[src/rtl/somador_serial_ctrl.sv]
// Bit-serial N-bit adder: one full-adder cell (two half adders + OR) stepped LSB-first over N cycles.
// Optional signed-overflow output enabled by defining SOMADOR_SERIAL_OVF_EN.

module somador_meio (
    input  logic x,
    input  logic y,
    output logic s,
    output logic c
);
    assign s = x ^ y;
    assign c = x & y;
endmodule

module somador_serial_ctrl #(
    parameter int N = 8
) (
    input  logic         clk,
    input  logic         rst_n,
    input  logic         inicio,
    input  logic [N-1:0] A,
    input  logic [N-1:0] B,
    output logic [N-1:0] S,
    output logic         Cout,
    output logic         pronto,
    output logic         ocupado
`ifdef SOMADOR_SERIAL_OVF_EN
    ,
    output logic         ovf
`endif
);
    localparam int CW = $clog2(N + 1);
    localparam logic [CW-1:0] ULTIMO = CW'(N - 1);

    typedef enum logic [1:0] {OCIOSO, SOMA, FIM} estado_t;

    estado_t        estado, estado_nxt;
    logic [N-1:0]   ra, rb, rs, rs_nxt;
    logic           c, c_nxt;
    logic [CW-1:0]  cnt;
    logic           s1, c1, s_bit, c2, ultimo;

    somador_meio u_meio_a (.x(ra[0]), .y(rb[0]), .s(s1),    .c(c1));
    somador_meio u_meio_b (.x(s1),    .y(c),     .s(s_bit), .c(c2));

    // Concatenate-then-shift keeps the N=1 case free of a reversed slice.
    always_comb begin
        c_nxt  = c1 | c2;
        rs_nxt = N'({s_bit, rs} >> 1);
        ultimo = (cnt == ULTIMO);
    end

    always_comb begin
        estado_nxt = estado;
        case (estado)
            OCIOSO:  if (inicio) estado_nxt = SOMA;
            SOMA:    if (ultimo) estado_nxt = FIM;
            FIM:     estado_nxt = OCIOSO;
            default: estado_nxt = OCIOSO;
        endcase
    end

    always_ff @(posedge clk) begin
        if (!rst_n) estado <= OCIOSO;
        else        estado <= estado_nxt;
    end

    always_ff @(posedge clk) begin
        if (!rst_n) begin
            ra   <= '0;
            rb   <= '0;
            rs   <= '0;
            c    <= 1'b0;
            cnt  <= '0;
            S    <= '0;
            Cout <= 1'b0;
`ifdef SOMADOR_SERIAL_OVF_EN
            ovf  <= 1'b0;
`endif
        end else begin
            case (estado)
                OCIOSO: if (inicio) begin
                    ra  <= A;
                    rb  <= B;
                    c   <= 1'b0;
                    cnt <= '0;
                end
                SOMA: begin
                    ra  <= ra >> 1;
                    rb  <= rb >> 1;
                    rs  <= rs_nxt;
                    c   <= c_nxt;
                    cnt <= cnt + CW'(1);
                    // Last bit: c is the carry into the MSB, c_nxt the carry out.
                    if (ultimo) begin
                        S    <= rs_nxt;
                        Cout <= c_nxt;
`ifdef SOMADOR_SERIAL_OVF_EN
                        ovf  <= c ^ c_nxt;
`endif
                    end
                end
                default: ;
            endcase
        end
    end

    assign pronto  = (estado == FIM);
    assign ocupado = (estado != OCIOSO);

endmodule

[config.mk]
export PLATFORM = sky130hd
export DESIGN_NAME = somador_serial_ctrl
export DESIGN_NICKNAME = d
export VERILOG_FILES = /design/src/rtl/somador_serial_ctrl.sv
export SDC_FILE = /design/constraint.sdc
export NUM_CORES = 1
export LEC_CHECK = 0
export ABC_AREA = 1
export CORE_AREA = 10 10 71 88
export CTS_CLUSTER_SIZE = 12
export DETAILED_ROUTE_END_ITERATION = 6
export DIE_AREA = 0 0 81 98
export PLACE_DENSITY = 0.66
export RECOVER_POWER = 25
export SYNTH_ARGS = -nofsm -noshare
export SYNTH_HDL_FRONTEND = slang
export SYNTH_HIERARCHICAL = 1
export SYNTH_SLANG_ARGS = --single-unit
[constraint.sdc]
create_clock -name clk -period 1.61 [get_ports clk]
set_input_delay 0.322 -clock clk [delete_from_list [all_inputs] [get_ports clk]]
set_output_delay 0.322 -clock clk [all_outputs]
set_load 0.005 [all_outputs]
==> out/metrics.yaml, run 1 <==
diodes: 0
r2r_cells: 8
grt_pass1_vias: 1407
netlist_instances: 230
crit_path_cell_trace: "clkdlybuf4s50_1"
clk_path_buf_depth: 2
crit_slowest_cell: "clkdlybuf4s50_1"
clkTransAtPathRegs_ns: 0.08
path_class: "register to output port"
gp_congestion: 0.747
drc_errors: 0
holdCritPathClass: "register to register"
drv_cap: 0
drtIter0Drc: 100
syn_nets: 252
coreArea_um2: 4620
post-dp-hpwl_mm: 2.69
final.setup.tns_ns: 0
hold_viol: 0
die_y_um: 98
track_usage_pct: 10.1
path_delay_family: "buffers and inverters"
slew_headroom_pct: 72.0
crit_arrival_ns: 1.13
fin_skew_ns: 0.00942
min-delay-start: "ra[7]"
syn_area_um2: 1640
htree_levels: 2
io_buffers: 29
cts-root-buf: "clkbuf_8"
rr_startpoint: "estado[1]"
clock-sinks: 39
nets: 284
rrSetupSlack_ns: 0.18
hold_depth: 2
grt_max_degree: 19
p_per_area_nw_per_um2: 1020
rows: 28
cp-start-kind: "register"
grt_antenna_before_repair: 0
vias: 1456
drive_gt1_share_pct: 8.37
power.leakage_nw: 0.892
die_x_um: 81
synth-warning-count: 6
antenna_left: 0
worstHoldEndpoint: "ra[7]"
die_area_um2: 7940
worst_pin_slew_ns: 0.420
ys_ff_latch: 39
crit_path_end_kind: "output port"
rsz0062_at_grt: "no"
holdBufCountCts: 0
status: "complete, no violations"
cts_buffers: 5
final_common_cell: "nand2_1"
place_inst: 315
start_util_pct: 35.4
grt_pass1_wl_mm: 6.45
fmax_mhz: 688
worstPathBufferInverterCount: 1
ios: 30
drtPass1Iterations: 4
totalWireLength_mm: 3.76
areaGrowthSynthToFinish_pct: 27.9
finalCriticalPeriod_ns: 1.45
final_cells: 323
crit_fanout: 2
final-max-slew-violation-count: 0
overflow: 0
cts_tree: "done"
cpPeakStageDelay_ns: 0.50
ys_seq_area_share_pct: 47.7
r2r-end: "rb[6]"
via_per_inst: 4.51
setup_viol: 0
avgRoutedWirePerCell_um: 11.6
synth_cell_types: 23
cp.required_ns: 1.29
ir_drop_v: 0.000461
layout_common_cells: "nand2_1 (65), nor2_1 (56), dfxtp_1 (38), clkdlybuf4s50_1 (26), o21ai_0 (20)"
syn_area_per_cell_um2: 7.12
clk_latency_ns: 0.29
min_period_over_period_pct: 90.3
synthesized netlist by cell type (all sizes together):
library cell  number  area [um2]
inv                7        31.3
o21ai             30         154
or2                1        6.26
nor2              57         221
buf                8        56.3
clkbuf             2        7.51
dfxtp             39         781
nand3              3        15.0
clkinv             1        3.75
nand2             67         262
ha                 3        37.5
nand4              1        6.26
a21oi             11        55.1
final cells by class:
cell class | instances | area (um2)
clock buffers | 6 | 82.6
clock inverters | 2 | 35.0
repair buffers | 35 | 324
multi-input cells | 173 | 757
inverters | 8 | 35.0
flip-flops and latches | 39 | 785
fillers | 481 | 2530
well taps | 60 | 75.1
power breakdown:
part	total, mW	internal [mW]	switching [mW]	leakage [nW]
Clock	0.845	0.502	0.343	0.0612
Sequential	1.05	1.02	0.0314	0.320
Combinational	0.241	0.107	0.133	0.510
Total	2.13	1.62	0.508	0.892
cells by family (layout without fill, tap and decap cells):
family                     after synthesis  after routing  synth area share, %
adders and majority gates                3              3                 2.29
and+or+nand+nor                        129            129                 31.2
AOI/OAI and AO/OA                       41             41                 12.8
buffers and inverters                   18             51                 6.04
DFF                                     39             39                 47.7
through the flow:
step / hold slack, ns / utilization, % / total power [mW] / instance area (um2) / setup WS (ns)
floorplan: 0.443 / - / 1.23 / 1640 / 0.278
global placement: 0.453 / 42.9 / 1.31 / 1980 / 0.162
detailed placement: 0.454 / 42.9 / 1.32 / 1980 / 0.104
CTS: 0.467 / 45.5 / 2.15 / 2100 / 0.127
global route: 0.491 / 45.3 / 2.23 / 2090 / 0.0185
finish: 0.465 / 45.3 / 2.13 / 2090 / 0.156
registers in the layout, summed over array words and instances, names as in the netlist:
register  cells
Cout          1
S             8
cnt           4
rs            7
ra            8
c             1
estado        2
rb            8
layer usage:
layer / GRT usage, % / up-vias / wire length, um
li1: - / 789 / -
met1: 11.3 / 629 / 1710
met2: 16.7 / 31 / 1760
met3: 2.39 / 7 / 192
met4: 5.61 / 0 / 90
met5: 0 / - / 0
how the worst max path moves through the flow:
stage / start / to / slack (ns) / cells after the start
2_1_floorplan: rb[0] / Cout / 0.28 / 5
3_3_place_gp: rst_n / S[5] / 0.16 / 3
3_5_place_dp: inicio / rb[0] / 0.10 / 5
4_1_cts: S[2] / S[2] / 0.13 / 1
5_1_grt: cnt[0] / S[0] / 0.02 / 6
6_report: Cout / Cout / 0.16 / 1
what timing repair did:
| action | in CTS | in global routing |
|---|---|---|
| gates resized for setup | 4 | 0 |
| setup buffers | 0 | 0 |
| setup endpoints to repair | 2 | 0 |
Note: power is estimated with default switching activity, not from simulation.
==> run 2: changes to the inputs <==
--- a/config.mk
+++ b/config.mk
@@ -6,6 +6,7 @@
 export NUM_CORES = 1
 export LEC_CHECK = 0
 export ABC_AREA = 1
+export CAP_MARGIN = 20
 export CORE_AREA = 10 10 71 88
 export CTS_CLUSTER_SIZE = 12
 export DETAILED_ROUTE_END_ITERATION = 6
==> results of run 2 <==
No change in the layout: final DEF, timing and power equal those of run 1.
==> run 3: changes to the inputs <==
--- a/config.mk
+++ b/config.mk
@@ -8,6 +8,8 @@
 export ABC_AREA = 1
 export CAP_MARGIN = 20
 export CORE_AREA = 10 10 71 88
+export CTS_BUF_LIST = sky130_fd_sc_hd__clkbuf_2 sky130_fd_sc_hd__clkbuf_4 sky130_fd_sc_hd__clkbuf_8
+export CTS_CLUSTER_DIAMETER = 50
 export CTS_CLUSTER_SIZE = 12
 export DETAILED_ROUTE_END_ITERATION = 6
 export DIE_AREA = 0 0 81 98
==> results of run 3 <==
No change in the layout: final DEF, timing and power equal those of run 1.
